===== src/rtl/mc_front_end.sv =====
// Multi-channel stream input front end.
// Drains NCH FSL slave channels into the datapath in round-robin bursts of
// 1<<sizeburst words, moving `size` words per channel per run, and pulses
// `done` once every channel has delivered its full count.
module mc_front_end #(
    parameter int NCH       = 4,
    parameter int SIZECOUNT = 12,
    parameter int SIZEBURST = 4,
    localparam int CH_W     = (NCH > 1) ? $clog2(NCH) : 1
) (
    input  logic                 clk,
    input  logic                 rst,
    input  logic                 clear,
    input  logic                 start,
    input  logic [SIZECOUNT-1:0] size,
    input  logic [SIZEBURST-1:0] sizeburst,
    input  logic [NCH-1:0]       FSL_S_EXISTS,
    input  logic [NCH-1:0]       rd_FSMctrl,
    input  logic [NCH-1:0]       OUT_rdy,
    output logic [NCH-1:0]       FSL_S_READ,
    output logic [NCH-1:0]       IN_send,
    output logic [SIZECOUNT:0]   IN_count,
    output logic [CH_W-1:0]      ch_sel,
    output logic                 busy,
    output logic                 done
);

    localparam logic [1:0] IDLE = 2'd0;
    localparam logic [1:0] XFER = 2'd1;
    localparam logic [1:0] ARB  = 2'd2;
    localparam logic [1:0] DONE = 2'd3;

    logic [1:0]           state;
    logic [SIZECOUNT-1:0] size_l;
    logic [SIZEBURST-1:0] sb_l;
    logic [SIZECOUNT-1:0] wcnt [NCH];
    logic [SIZECOUNT-1:0] bcnt;

    logic                 word_xfer;
    logic                 burst_end;
    logic                 all_done;
    logic [CH_W-1:0]      next_ch;
    logic [CH_W-1:0]      cand;
    logic                 found;
    logic [NCH-1:0]       sel_onehot;

    // Burst length follows the latched sizeburst; SIZECOUNT+1 bits keep the largest burst representable.
    assign IN_count = (SIZECOUNT+1)'(1) << sb_l;

    assign busy = (state != IDLE);
    assign done = (state == DONE);

    assign sel_onehot = NCH'(1) << ch_sel;

    // Word handshake, burst termination, run completion and next-channel search.
    always_comb begin
        word_xfer = 1'b0;
        burst_end = 1'b0;
        all_done  = 1'b1;
        next_ch   = ch_sel;
        cand      = '0;
        found     = 1'b0;

        // Reset and clear block the strobes of the cycle they are asserted in.
        if (state == XFER && rst && !clear) begin
            word_xfer = FSL_S_EXISTS[ch_sel] && OUT_rdy[ch_sel];
        end

        burst_end = (({1'b0, bcnt} + (SIZECOUNT+1)'(1)) == IN_count) ||
                    ((wcnt[ch_sel] + SIZECOUNT'(1)) == size_l);

        // Completion looks at the counts as they will be after the current word.
        for (int i = 0; i < NCH; i++) begin
            if (CH_W'(i) == ch_sel) begin
                if ((wcnt[i] + SIZECOUNT'(1)) != size_l) all_done = 1'b0;
            end else if (wcnt[i] != size_l) begin
                all_done = 1'b0;
            end
        end

        // Search upward from the current channel with wrap, skipping finished channels.
        for (int k = 1; k <= NCH; k++) begin
            cand = CH_W'((int'(ch_sel) + k) % NCH);
            if (!found && (wcnt[cand] != size_l)) begin
                next_ch = cand;
                found   = 1'b1;
            end
        end
    end

    // Read strobe merges the FSM handshake with the external control read.
    always_comb begin
        IN_send    = {NCH{word_xfer}} & sel_onehot;
        FSL_S_READ = IN_send | rd_FSMctrl;
    end

    // Run length is data: latched on an accepted start, no reset needed.
    always_ff @(posedge clk) begin
        if (rst && !clear && state == IDLE && start) begin
            size_l <= size;
        end
    end

    // Control FSM with per-channel word counters and the shared burst counter.
    always_ff @(posedge clk) begin
        if (!rst) begin
            state  <= IDLE;
            ch_sel <= '0;
            bcnt   <= '0;
            sb_l   <= '0;
            for (int i = 0; i < NCH; i++) wcnt[i] <= '0;
        end else if (clear) begin
            state  <= IDLE;
            ch_sel <= '0;
            bcnt   <= '0;
            for (int i = 0; i < NCH; i++) wcnt[i] <= '0;
        end else begin
            case (state)
                IDLE: begin
                    if (start) begin
                        sb_l   <= sizeburst;
                        ch_sel <= '0;
                        bcnt   <= '0;
                        for (int i = 0; i < NCH; i++) wcnt[i] <= '0;
                        state  <= (size == '0) ? DONE : XFER;
                    end
                end
                XFER: begin
                    if (word_xfer) begin
                        wcnt[ch_sel] <= wcnt[ch_sel] + SIZECOUNT'(1);
                        bcnt         <= bcnt + SIZECOUNT'(1);
                        if (burst_end) begin
                            state <= all_done ? DONE : ARB;
                        end
                    end
                end
                ARB: begin
                    bcnt   <= '0;
                    ch_sel <= next_ch;
                    state  <= XFER;
                end
                default: begin
                    state <= IDLE;
                end
            endcase
        end
    end

endmodule


===== config.mk =====
export PLATFORM = sky130hd
export DESIGN_NAME = mc_front_end
export DESIGN_NICKNAME = d
export VERILOG_FILES = /design/src/rtl/mc_front_end.sv
export SDC_FILE = /design/constraint.sdc
export NUM_CORES = 1
export LEC_CHECK = 0
export ABC_CLOCK_PERIOD_IN_PS = 4200
export BUFFER_PORTS_ARGS = -buffer_cell sky130_fd_sc_hd__buf_2
export CORE_UTILIZATION = 34
export DETAILED_ROUTE_END_ITERATION = 10
export SYNTH_ARGS = -nofsm -noshare
export SYNTH_HDL_FRONTEND = slang
export SYNTH_SLANG_ARGS = --single-unit

===== constraint.sdc =====
create_clock -name clk -period 4.2 [get_ports clk]
set_input_delay 0.63 -clock clk [delete_from_list [all_inputs] [get_ports clk]]
set_output_delay 0.63 -clock clk [all_outputs]
set_load 0.01 [all_outputs]

==> results of run 1 <==
## cell families after synthesis
kind of cell / count (synthesis)
buf+inv: 78
fa+ha+maj: 10
flops: 82
xor+xnor: 140
simple gates: 332
mux: 60
compound gates: 114
## critical path: stages, from the launching register on
cell and delay (ps):
edfxtp_1 550, mux4_2 640, ha_1 290, nand3_1 140
xnor3_1 240, a2111oi_0 670, o2111ai_1 230, nor4_2 420
a21oi_1 100, nor4_2 210
## worst max-delay path by stage
stage | start | endpoint | slack (ps)
4_1_cts | wcnt[3][0] | state[1] | 730
2_1_floorplan | wcnt[3][0] | state[1] | 1160
5_1_grt | wcnt[3][0] | state[1] | 390
3_5_place_dp | wcnt[3][0] | state[1] | 760
3_3_place_gp | register | state[1] | 820
6_report | wcnt[3][0] | state[1] | 620
## state kept, by name, summed over array words and instances, names as in the netlist, named ones only
register  cells
wcnt         48
bcnt         12
size_l       12
sb_l          4
ch_sel        2
state         2
## area by class of cell
class,instances,area share
Clock buffer,10,0.0271
Sequential cell,82,0.265
Timing Repair Buffer,71,0.0464
Tap cell,280,0.0414
Inverter,15,0.00666
Multi-Input combinational cell,656,0.602
Clock inverter,6,0.0109
## power by group
group	switching, mW	internal [mW]	total (mW)
clock network	0.335	0.523	0.858
registers	0.0925	0.895	0.988
logic	0.147	0.132	0.279
## layout by cell type (no fill, tap or decap), types with 11 or more instances in the layout
master    instances
a21oi_1          20
and2_1           13
buf_2            56
buf_4            15
dfxtp_1          21
edfxtp_1         60
inv_1            14
mux2i_1          11
mux4_2           45
nand2_1          53
nand2b_1         15
nand3_1          27
nand4_1          24
nor2_1           94
nor2b_1          11
nor3_1           22
nor4_1           18
o21ai_0          30
xnor2_1          93
xor2_1           45
## per-layer routing
metal	GRT usage	vias to the layer above
li1	-	3078
met1	0.291	3231
met2	0.325	400
met3	0.0540	82
met4	0.119	0
met5	0	-
==> impl_metrics.tcl, run 1 <==
set metrics [dict create \
    outcome "finished, violations left" \
    violations "design-rule violations" \
    first_pass_iters 8 \
    numCtsBuffers 9 \
    dr_wl_met3_mm 2.67 \
    routed.top_layer "met4" \
    clk-insertion-delay-late_ps 350 \
    power_leakage_nw 2.87 \
    num_rows 54 \
    postLayoutSetupSlackWorst_ps 616 \
    maxSlewViolCount 0 \
    drc 3 \
    routed-wl-met2_mm 10.8 \
    syn_area_per_cell_um2 9.39 \
    synthXorXnorAreaFrac 0.163 \
    dieArea_um2 23100 \
    ys_ff_latch 82 \
    synth_simple_gate_area_frac 0.227 \
    grtUsageTotal 0.218 \
    synthAdderAreaFrac 0.0163 \
    hold_path_depth 1 \
    whs_ps 466 \
    cts_tree "done" \
    max_clock_freq_mhz 279 \
    worstPathRequired_ps 4470 \
    worstSetupPathType "reg2reg" \
    cts.clk_slew.worst_paths_ps 70 \
    ys_warn_count 0 \
    synth_area_leaders "edfxtp_1, mux4_2, xnor2_1" \
    pre_cts_slack_ps 761 \
    finalCritPeriodShare 0.853 \
    final_util 0.385 \
    finalSetupTns_ps 0 \
    coreArea_um2 22000 \
    worstHoldStart "size[5]" \
    synth-async-reset-ratio 0 \
    cp-end-kind "register" \
    portBuffers 56 \
    timing.rr.end "state[1]" \
    htreeDepth 3 \
    synthMuxAreaShare 0.158 \
    seq_area_um2 2240 \
    r2r_slack_ps 620 \
    r2r-start "wcnt[3][0]" \
    synth.most_common_cell "nor2_1" \
    synth_cell_type_count 70 \
    grt_pass1_vias 6177 \
    placed_cells 1104 \
    finalSetupViolCount 0 \
    final_area_um2 8460 \
    finalPower_mw 2.13 \
    wirelength_mm 25.2 \
    synth_nets 858 \
    clk_root_buffer_cell "clkbuf_16" \
    wl_per_cell_um 22.5 \
    area_growth_pct 10.3 \
    ant_nets 0 \
    hold_class "in2reg" \
    yosys.area.top_type "edfxtp_1" \
    ir_worst_vdd_v 0.000200 \
    arrival_ps 3850 \
    overflow 0 \
    syn-instance-count 816 \
    synthTopCellsByCount "nor2_1, xnor2_1, edfxtp_1, nand2_1" \
    place.gp.congestion 0.971 \
    grt_antenna_before_repair 0 \
    drtIter0Drc 760 \
    die_w_um 152 \
    hold_path_end "size_l[5]" \
    dpl_cell_area_um2 8140 \
    powerDensity_nw_per_um2 251 \
    synth_top_area_frac 0.235 \
    die_h_um 152 \
    holdBufCountCts 0 \
    multi_input_comb_area_um2 5090 \
    fillCellCount 2170 \
    layout.nets 877 \
    cts_sinks 82 \
    ctsResizeCount 0 \
    tightest_slew_ps 978 \
    layout.cells.non_filler 1120 \
    fin_crit_ps 3580 \
    synth-main-ff-cell "edfxtp_1" \
    cap_violations 0 \
    drive_gt1_frac 0.181 \
    synth_top_family_by_area "simple AND/OR/NAND/NOR gates" \
    netlist_area_um2 7660 \
    fin_skew_ps 10.4 \
    vias 6791 \
    rsz0062_at_grt "no" \
    grt_first_pass_wirelength_mm 38.2 \
    clk_path_buf_depth 2 \
    post-cts-setup-buffer-count 0 \
    grt_max_degree 43 \
    m1WireLength_mm 10.4 \
    slew_headroom 0.348 \
    post_drt_via_cell_ratio 6.06 \
    worst_setup_path_start_kind "register" \
    hpwl_mm 18.4 \
    synth_compound_area_frac 0.0997 \
    io_pins 57 \
    ys_seq_area_frac 0.293 \
    antenna_cells 0 \
    synth_edf_count 60 \
    cp_max_fo 9 \
    ff2ff_path_depth 9 \
    hold_viol_final 0 \
    start_util 0.349 \
]
No activity file was read; power rests on OpenSTA's default activity.
==> run 2: changes to the inputs <==
--- a/config.mk
+++ b/config.mk
@@ -7,5 +7,5 @@
 export LEC_CHECK = 0
-export ABC_CLOCK_PERIOD_IN_PS = 4200
 export BUFFER_PORTS_ARGS = -buffer_cell sky130_fd_sc_hd__buf_2
 export CORE_UTILIZATION = 34
+export CTS_BUF_LIST = sky130_fd_sc_hd__clkbuf_8
 export DETAILED_ROUTE_END_ITERATION = 10
--- a/constraint.sdc
+++ b/constraint.sdc
@@ -3,2 +3,2 @@
 set_output_delay 0.63 -clock clk [all_outputs]
-set_load 0.01 [all_outputs]
+set_load 0.005 [all_outputs]
==> run 2 against run 1 <==
The run still ends with design-rule violations left. Critical path depth stayed put. Design area is 1.2% lower. Clock power is 25% lower. Wire length is 0.64% higher. Power is 10% lower. Sequential share of layout area is 0.32 points higher.
==> impl_metrics.tcl, run 2 (synthesis results as in run 1) <==
set metrics [dict create \
    finalSetupViolCount 0 \
    maxSlewViolCount 0 \
    grtUsageTotal 0.218 \
    cts.clk_slew.worst_paths_ps 90 \
    max_clock_freq_mhz 284 \
    dpl_cell_area_um2 8140 \
    wl_per_cell_um 22.6 \
    fillCellCount 2179 \
    pre_cts_slack_ps 761 \
    htreeDepth 3 \
    hold_viol_final 0 \
    violations "design-rule violations" \
    ant_nets 0 \
    grt_max_degree 43 \
    top_regs "wcnt x48, bcnt x12, size_l x12" \
    worst_setup_path_start_kind "register" \
    area_growth_pct 9.03 \
    regMostFlops "wcnt" \
    ir_worst_vdd_v 0.000142 \
    worstSetupPathType "reg2reg" \
    grt_pass1_vias 6187 \
    postLayoutSetupSlackWorst_ps 679 \
    die_h_um 152 \
    power_leakage_nw 2.83 \
    cap_violations 0 \
    die_w_um 152 \
    cts_sinks 82 \
    largest_reg_flops 48 \
    io_pins 57 \
    arrival_ps 3820 \
    mostFrequentLayoutCell "nor2_1" \
    layout.cells.non_filler 1120 \
    grt_antenna_before_repair 0 \
    outcome "finished, violations left" \
    rsz0062_at_grt "no" \
    post_drt_via_cell_ratio 6.08 \
    drtIter0Drc 675 \
    layout_common_cells "nor2_1, xnor2_1, edfxtp_1" \
    holdBufCountCts 0 \
    overflow 0 \
    slew_headroom 0.338 \
    final_util 0.381 \
    num_rows 54 \
    hold_class "in2reg" \
    ctsResizeCount 0 \
    numCtsBuffers 9 \
    hpwl_mm 18.4 \
    placed_cells 1104 \
    coreArea_um2 22000 \
    clk_path_buf_depth 2 \
    finalSetupTns_ps 0 \
    fin_skew_ps 15.7 \
    grt_first_pass_wirelength_mm 38.3 \
    layout.nets 877 \
    fin_crit_ps 3520 \
    start_util 0.349 \
    post-cts-setup-buffer-count 0 \
    cp_max_fo 9 \
    vias 6806 \
    clk-insertion-delay-late_ps 380 \
    place.gp.congestion 0.971 \
    final_area_um2 8360 \
    powerDensity_nw_per_um2 228 \
    tightest_slew_ps 993 \
    worstPathRequired_ps 4500 \
    drc 3 \
    cts_tree "done" \
    clk_root_buffer_cell "clkbuf_8" \
    portBuffers 56 \
    antenna_cells 0 \
    first_pass_iters 9 \
    drive_gt1_frac 0.181 \
    dieArea_um2 23100 \
    finalCritPeriodShare 0.838 \
    wirelength_mm 25.4 \
    cp-end-kind "register" \
]
==> run 2: worst paths after layout <==
check,start,endpoint,slack [ps],cells past startpoint
max,wcnt[3][0],state[1],680,9
min,size[5],size_l[5],440,1
min reg2reg,bcnt[4],bcnt[4],520,2
max reg2reg,wcnt[3][0],state[1],680,9
==> run 2: metal layers <==
layer / up-vias / GRT usage / part of all wire / routed length (um)
met4: 0 / 0.106 / 0.047 / 1180
met3: 68 / 0.0506 / 0.099 / 2500
met1: 3255 / 0.293 / 0.42 / 10700
met2: 408 / 0.331 / 0.43 / 11000
li1: 3075 / - / - / -
met5: - / 0 / 0 / 0
==> run 2: final cells by class <==
cell class	count	area, um^2	share of cell area
clock buffers	9	124	0.0148
clock inverters	7	96.3	0.0115
inverters	15	56.3	0.00674
multi-input cells	656	5090	0.610
flip-flops and latches	82	2240	0.268
well taps	280	350	0.0419
repair buffers	71	393	0.0470
==> run 2: metrics by stage <==
step | total power, mW | hold WS (ps)
final | 1.91 | 438
after global routing | 1.96 | 419
after CTS | 1.91 | 423
after detailed placement | 1.27 | 504
after global placement | 1.27 | 499
after floorplan | 1.16 | 476
==> run 2: critical path: stages (launching register included) <==
cell and delay, ps:
edfxtp_1 550, mux4_2 640, ha_1 300, nand3_1 140, xnor3_1 230, a2111oi_0 640, o2111ai_1 230, nor4_2 400
a21oi_1 90, nor4_2 210
==> run 2: power by group <==
group / internal [mW] / leakage [nW] / switching [mW]
Combinational: 0.132 / 1.88 / 0.145
Clock: 0.334 / 0.107 / 0.309
Sequential: 0.894 / 0.841 / 0.0934
Total: 1.36 / 2.83 / 0.548
==> run 3: changes to the inputs <==
- clock period: 4.2 -> 3.05 ns (I/O delays scaled with it)
==> run 3 against run 2 <==
Critical path type unchanged. Utilization grew 2.3 points. The run still ends with design-rule violations left. Die area unchanged. Highest routed layer unchanged. Clock-buffer cell count unchanged. Via count grew 2.3%.
==> impl_metrics.tcl, run 3 (synthesis results as in run 1) <==
set metrics [dict create \
    outcome "finished, violations left" \
    violations "design-rule violations" \
    whs_ps 263 \
    cts.clk_slew.worst_paths_ps 100 \
    regMostFlops "wcnt" \
    cts_tree "done" \
    num_rows 54 \
    drive_gt1_frac 0.245 \
    finalSetupTns_ps 0 \
    layout.nets 938 \
    slowest_stage "or4_1" \
    finalPower_mw 2.63 \
    cts_sinks 82 \
    maxSlewViolCount 0 \
    finalCritPeriodShare 0.936 \
    overflow 0 \
    clk_path_buf_depth 2 \
    cp_max_fo 6 \
    finalSetupViolCount 0 \
    ant_nets 0 \
    htreeDepth 3 \
    top_regs "wcnt x48, bcnt x12, size_l x12" \
    max_clock_freq_mhz 350 \
    hold_class "in2reg" \
    grtUsageTotal 0.212 \
    cp_cell_sequence "buf_4 -> ha_1 -> nand4_1 -> nor2_1 -> xnor2_1 -> or4_1 -> a311o_1 -> o41a_1 -> o32a_1 -> nand2_1" \
    cp-end-kind "register" \
    arrival_ps 3180 \
    m1WireLength_mm 10.6 \
    place.gp.congestion 0.956 \
    power_leakage_nw 3.15 \
    antenna_cells 0 \
    dieArea_um2 23100 \
    drc 3 \
    crit_buf_inv 1 \
    coreArea_um2 22000 \
    tightest_slew_ps 610 \
    drtIter0Drc 548 \
    clk_root_buffer_cell "clkbuf_8" \
    vias 6963 \
    layout_common_cells "nor2_1, xnor2_1, buf_4" \
    numCtsBuffers 9 \
    wl_per_cell_um 20.9 \
    routed.top_layer "met4" \
    largest_reg_flops 48 \
    hpwl_mm 19.5 \
    die_w_um 152 \
    dr_wl_met3_mm 2.15 \
    mostFrequentLayoutCell "nor2_1" \
    area_growth_pct 15.7 \
    wirelength_mm 24.7 \
    clk-insertion-delay-late_ps 380 \
    start_util 0.349 \
    powerDensity_nw_per_um2 297 \
    io_pins 57 \
    crit_family "compound AO/OA/AOI/OAI gates" \
    worst_setup_path_start_kind "register" \
    routed-wl-met2_mm 11.1 \
    grt_pass1_vias 6510 \
    first_pass_iters 8 \
    ir_worst_vdd_v 0.000158 \
    fin_skew_ps 14.5 \
    die_h_um 152 \
    rsz0062_at_grt "no" \
    hold_viol_final 0 \
    grt_max_degree 38 \
    max_stage_delay_ps 520 \
    worstSetupPathType "reg2reg" \
    grt_antenna_before_repair 0 \
    cap_violations 0 \
    fin_crit_ps 2860 \
    post_drt_via_cell_ratio 5.90 \
    worstPathRequired_ps 3370 \
    slew_headroom 0.590 \
    portBuffers 56 \
    grt_first_pass_wirelength_mm 37.6 \
]
## run 3: changes by cell type in the layout (fill, tap and decap cells not counted), sizes merged
cell      change
buf          +61
inv           +3
clkinv        -1
bufinv        -1
clkinvlp      -1
## run 3: report_power, final
group          internal [mW]  leakage, nW  switching (mW)
Clock                  0.394        0.103           0.462
Sequential              1.23        0.842          0.0677
Combinational          0.217         2.20           0.261
Total                   1.84         3.15           0.791
## run 3: layout make-up
type / count / area (um^2)
clock buffers: 9 / 124
clock inverters: 7 / 83.8
fillers: 2147 / 13100
inverters: 15 / 56.3
multi-input cells: 656 / 5130
flip-flops and latches: 82 / 2250
well taps: 280 / 350
repair buffers: 132 / 876
## run 3: metrics by stage
step | worst slack, ps | util | cells | instance area [um^2]
final | 195 | 0.404 | 1181 | 8870
after global routing | 41.2 | 0.404 | 1181 | 8870
after CTS | 41.5 | 0.402 | 1180 | 8820
after detailed placement | 49.5 | 0.392 | 1164 | 8610
after global placement | 120 | 0.392 | 1164 | 8610
after floorplan | 12.0 | - | 816 | 7660
## run 3: final timing paths
kind                                  from    endpoint  slack (ps)  depth (start not counted)
worst max-delay path            wcnt[1][1]    state[0]         190                         10
worst min-delay path              size[11]  size_l[11]         260                          1
worst max register to register  wcnt[1][1]    state[0]         190                         10
worst min register to register     bcnt[4]     bcnt[4]         530                          2
## run 3: routing by layer
| layer | vias to the layer above | track usage |
|---|---|---|
| li1 | 3185 | - |
| met1 | 3409 | 0.286 |
| met2 | 322 | 0.336 |
| met3 | 47 | 0.0392 |
| met4 | 0 | 0.0816 |
| met5 | - | 0 |
## run 3: repair_timing
item | CTS | global route
hold buffers | 0 | 0
resized for setup | 0 | 9
setup buffers | 0 | 1
setup endpoints to repair | 0 | 2
